<file path="src/rtl/debounce_strobe.sv">
`default_nettype none
// ============================================================================
//  Module      : debounce_strobe
//  Description : Conditions a raw asynchronous level into a debounced data bit
//                (d) and one-cycle load/edge strobes for a downstream D flop.
//                The raw input is synchronized through two flops, then a
//                change must persist for STABLE_COUNT consecutive edges on
//                the synchronized value before it is accepted.
//  Revision    : 1.0 - initial release
// ============================================================================
module debounce_strobe #(
    parameter int STABLE_COUNT = 4,
    parameter int CNT_W        = 8
) (
    input  logic clock,
    input  logic reset,
    input  logic din,
    output logic d,
    output logic enable,
    output logic rise,
    output logic fall,
    output logic busy
);

    // Terminal count: a change is accepted on the edge that finds the
    // counter here while the synchronized input still differs from d.
    localparam logic [CNT_W-1:0] c_CNT_LAST = CNT_W'(STABLE_COUNT - 1);
    localparam logic [CNT_W-1:0] c_CNT_ONE  = CNT_W'(1);

    // Reject parameter sets the counter cannot represent.
    generate
        if (STABLE_COUNT < 1 || STABLE_COUNT > ((2 ** CNT_W) - 1)) begin : g_bad_param
            $error("debounce_strobe: STABLE_COUNT out of range for CNT_W");
        end
    endgenerate

    logic             r_s1;
    logic             r_s2;
    logic             r_d;
    logic             r_en;
    logic             r_rise;
    logic             r_fall;
    logic [CNT_W-1:0] r_cnt;

    logic             w_differ;
    logic             w_accept;

    // Qualification is in progress whenever the synchronized level and the
    // accepted level disagree.
    assign w_differ = (r_s2 != r_d);

    // The change has now been seen on STABLE_COUNT consecutive edges.
    assign w_accept = w_differ && (r_cnt == c_CNT_LAST);

    // Two-flop synchronizer: din reaches no other logic directly.
    always_ff @(posedge clock) begin
        if (reset) begin
            r_s1 <= 1'b0;
            r_s2 <= 1'b0;
        end else begin
            r_s1 <= din;
            r_s2 <= r_s1;
        end
    end

    // Stability counter: cleared while stable or when a glitch aborts, and
    // cleared again on acceptance so strobes are spaced by the full window.
    // It saturates at the terminal count by construction and never wraps.
    always_ff @(posedge clock) begin
        if (reset) begin
            r_cnt <= '0;
        end else if (!w_differ || w_accept) begin
            r_cnt <= '0;
        end else begin
            r_cnt <= r_cnt + c_CNT_ONE;
        end
    end

    // Accepted level plus strobes, all valid in the cycle after acceptance.
    always_ff @(posedge clock) begin
        if (reset) begin
            r_d    <= 1'b0;
            r_en   <= 1'b0;
            r_rise <= 1'b0;
            r_fall <= 1'b0;
        end else begin
            r_en   <= w_accept;
            r_rise <= w_accept & r_s2;
            r_fall <= w_accept & ~r_s2;
            if (w_accept) begin
                r_d <= r_s2;
            end
        end
    end

    assign d      = r_d;
    assign enable = r_en;
    assign rise   = r_rise;
    assign fall   = r_fall;
    assign busy   = w_differ;

endmodule
`default_nettype wire
</file>
<file path="config.mk">
export PLATFORM = sky130hd
export DESIGN_NAME = debounce_strobe
export DESIGN_NICKNAME = d
export VERILOG_FILES = /design/src/rtl/debounce_strobe.sv
export SDC_FILE = /design/constraint.sdc
export NUM_CORES = 1
export LEC_CHECK = 0
export ABC_AREA = 1
export CAP_MARGIN = 40
export CORE_AREA = 2 2 39 41
export DETAILED_ROUTE_END_ITERATION = 6
export DIE_AREA = 0 0 41 43
export GPL_TIMING_DRIVEN = 0
export PLACE_DENSITY = 0.69
export SYNTH_ARGS = -nofsm -noshare
export SYNTH_HDL_FRONTEND = slang
export SYNTH_SLANG_ARGS = --single-unit
</file>
<file path="constraint.sdc">
create_clock -name clock -period 1.5 [get_ports clock]
set_clock_uncertainty 0.05 [all_clocks]
set_input_delay 0.225 -clock clock [delete_from_list [all_inputs] [get_ports clock]]
set_output_delay 0.225 -clock clock [all_outputs]
set_load 0.005 [all_outputs]
</file>
Word level (Yosys, flattened, before mapping)
Index checks and enable logic that the tools add are counted.
- word-level logic and storage cells: 17
- bits of input ports: 3
- register bits after elaboration: 14
- output and inout port bits: 5
- reduce and logical (&&, ||, !) cells: 4
- add/subtract/negate cells: 1
- equal/unequal tests: 2
- bitwise operators: 3
- operator list (operator ; count):
    8-bit by 1-bit adder with 8-bit output, second input constant ; 1
    8-bit by 2-bit == test with 1-bit output, second input constant ; 1
    1-bit AND ; 2
    2-bit OR reduction ; 1
    1-bit logical AND ; 1
    1-bit zero test ; 1
    1-bit logical OR ; 1
    1-bit inequality test ; 1
    1-bit NOT ; 1

Logic depth before layout (Yosys ltp)
- depth after elaboration: 4
- mapped depth: 8
- gate-level depth less buffers: 8

Least setup slack after synthesis
No wires, ideal clock.
- path type: reg-to-reg
- from: reg r_cnt[0]
- to: reg r_cnt[6]
- setup slack: 0.385 ns
- required time: 1.338 ns
- cell stages (with the launch flop): 7
- clock period less this slack: 1.115 ns
- data arrival time: 0.953 ns
- buffers on the path: 0
- path through: dfxtp_1 ha_1 nand2_1 nor2_4 inv_4 nand2_4 nor2_1
- cells in the longest elaborated chain, start to end: 4
- ends and longest elaborated chain (element ; RTL line ; RTL):
    start, declared ; 43 ; logic [CNT_W-1:0] r_cnt;
    start signal, assigned ; 75 ; r_cnt <= r_cnt + c_CNT_ONE;
    parallel branches: the longest is 4 deep, another holds 8-bit by 1-bit adder with 8-bit output ; - ;
Several ways; the timed one is not identified.
A chain may end at the register's enable or synchronous reset.

Final worst setup path
- from: reg r_d (netlist: d)
- to: out d
- RTL lines (element ; RTL line ; RTL):
    start, declared ; 39 ; logic r_d;
    start signal, assigned ; 91 ; r_d <= r_s2;
    end, declared ; 18 ; output logic d,
No word-level cell between the ends.

==> flow_summary_export.csv <==
group,metric,value,unit
worst_setup_path,slowest_stage,"clkdlybuf4s50_1",
clock_network,numCtsBuffers,3,
worst_setup_path,arrival,1.10,ns
cells_and_area,register_area,282,um^2
sta,setup_tns,0,ns
worst_setup_path,crit_fanout,3,
hold_path,min_from,"r_s1",
worst_setup_path,crit_buf_inv,1,
power,seqPwrFrac,0.566,
grt,grt_pass1_wl,1600,um
sta,hold_viol_final,0,
cells_and_area,drive_gt1_frac,0.153,
sta,fin_crit_sh,0.919,
sta,clock.fmax,0.725,GHz
floorplan,die-area,1760,um^2
clock_network,cts_max_level,1,
clock_network,cts.sinks,14,
route,drtIter0Drc,10,
synth,ys_warn_count,0,
worst_setup_path,r2r_end,"r_cnt[0]",
synth,avgSynthCellArea,7.27,um^2
power,vdd_drop_max,550,uV
hold_path,whs_path_depth,2,
floorplan,start_util,0.452,
synth,syn_nets,90,
power,p_sw_frac,0.200,
grt,antenna_found_initial,0,
worst_setup_path,end_kind,"output pin",
route,routed_wl,915,um
grt,overflow,0,
status,status,"finished, final reports clean",
synth,synth.area.top_cells,"dfxtp_1 45%, nand2_1 14%, nor2_1 9.6%",
sta,rsz0062_at_grt,"false",
power,p_int,0.533,mW
hold_path,hp-class,"register to register",
sta,fin_ws,0.121,ns
sta,drv_slew,0,
worst_setup_path,start_kind,"register",
route,avgViaCountPerCell,4.14,
clock_network,cts_tree,"built",
sta,tightestPinTransition,0.199,ns
synth,synth.distinct_cells,16,
clock_network,path_clk_slew,0.08,ns
floorplan,core,1380,um^2
floorplan,chipHeight,43,um
floorplan,die_w,41,um
route,ant_nets,0,
floorplan,rows,14,
synth,synth_top_area_cell,"dfxtp_1",
sta,finalSetupViolCount,0,
cells_and_area,areaGrowthSynthToFinish,21.4,%
sta,max_slew_margin,0.867,
placed_design,port_buffers,7,
floorplan,pin_count,8,
cells_and_area,fin_nets,103,
worst_setup_path,cp_cell_sequence,"clkdlybuf4s50_1",
grt,grt_max_degree,9,
worst_setup_path,crit_type,"register to output pin",
clock_network,cts-root-to-sink-buffers,2,
cells_and_area,multi_input_area,279,um^2
cells_and_area,num-fill-cells,128,
power,p_clk_frac,0.402,
placed_design,dp_slack,0.163,ns
synth,synth_seq_area_share,0.448,
worst_setup_path,rr_startpoint,"r_cnt[0]",
sta,hold_ws,0.361,ns
flow_run,maxCapViolations,0,
cells_and_area,n_antenna_cell,0,
worst_setup_path,r2r_setup_slack,0.30,ns
power,power.switching,0.133,mW
synth,synth_cells,86,
synth,netlist_area,626,um^2
cells_and_area,mostFrequentLayoutCell,"nand2_1",
worst_setup_path,cp.required,1.22,ns
grt,grt_usage,0.133,
power,p_per_area,876,nW/um^2
cells_and_area,layout_common_cells,"23 x nand2_1, 16 x nor2_1, 15 x inv_1",
sta,finalCriticalPeriod,1.38,ns
synth,ys_seq_elements,14,
hold_path,worst_hold_path.endpoint,"r_s2",
worst_setup_path,crit_family,"buffers and inverters",
synth,synth_top_area_share,0.448,
route,post_drt_wl_per_cell,8.03,um
power,p_comb_frac,0.033,
placed_design,place.gp.congestion,0.740,
clock_network,clockRootBuffer,"clkbuf_4",
grt,grt_pass1_vias,421,
route,num_vias,472,
clock_network,clkLatencyLatePin,0.27,ns
worst_setup_path,worst-r2r-cell-count,6,
route,drc,0,
route,firstDrtPassIters,3,
power,p_leak,0.356,nW
worst_setup_path,critPathMaxStageDelay,0.49,ns
[cells in the mapped netlist]
cell	n
inv_4	1
ha_1	1
nor2_1	16
inv_2	1
nand3b_1	2
xor2_1	1
nand2_2	2
nand2_4	2
nand2_1	23
dfxtp_1	14
nand3_1	3
inv_1	15
nor3_2	1
o21ai_0	1
nor2_4	2
xnor2_1	1
[power by group through the flow]
stage / Clock (mW) / Sequential, mW / Combinational, mW
CTS: 0.279 / 0.377 / 0.0219
floorplan: 0 / 0.385 / 0.0110
detailed placement: 0 / 0.385 / 0.0213
finish: 0.267 / 0.377 / 0.0218
global placement: 0 / 0.385 / 0.0208
global route: 0.294 / 0.377 / 0.0244
[how the worst max path moves through the flow]
stage / cells after the start / end / slack [ns] / startpoint
5_1_grt: 4 / busy / 0.06 / r_s2
3_3_place_gp: 3 / busy / 0.18 / r_s2
6_report: 1 / d / 0.12 / d
3_5_place_dp: 4 / busy / 0.16 / d
4_1_cts: 1 / d / 0.11 / d
2_1_floorplan: 6 / r_cnt[6] / 0.38 / r_cnt[0]
[flip-flops by register name, indices dropped and copies added, names as in the netlist]
signal	count
r_s2	1
d	1
r_s1	1
fall	1
r_cnt	8
enable	1
rise	1
[final cells by class]
class / instances / area share
Clock buffer: 4 / 0.0478
Multi-Input combinational cell: 55 / 0.367
Timing Repair Buffer: 8 / 0.100
Tap cell: 16 / 0.0264
Inverter: 17 / 0.0873
Sequential cell: 14 / 0.371
[through the flow]
step	power (mW)	cell area, um^2	utilization	cells
finish	0.666	759	0.549	114
global route	0.696	759	0.549	114
CTS	0.677	759	0.549	114
detailed placement	0.407	716	0.517	109
global placement	0.406	716	0.517	109
floorplan	0.396	626	-	86
[what timing repair did]
item,CTS,global route
setup buffers,1,0
gates resized for setup,2,0
hold buffers,0,0
endpoints found under the setup margin,1,0
[per-layer routing]
metal	part of all wire	track usage
met3	0.026	0.0314
met5	0	0
met4	0.012	0.0800
met2	0.43	0.178
met1	0.53	0.186
[kinds of logic (layout without fill, tap and decap cells)]
group,Yosys count,in the layout,share of synthesized area
flip-flops,14,14,0.448
AO/OA/AOI/OAI,1,1,0.00799
AND/OR/NAND/NOR,51,51,0.390
adder cells (fa/ha/maj),1,1,0.0200
XOR/XNOR,2,2,0.0280
buffers and inverters,17,29,0.106
(Power assumes the default switching activity.)
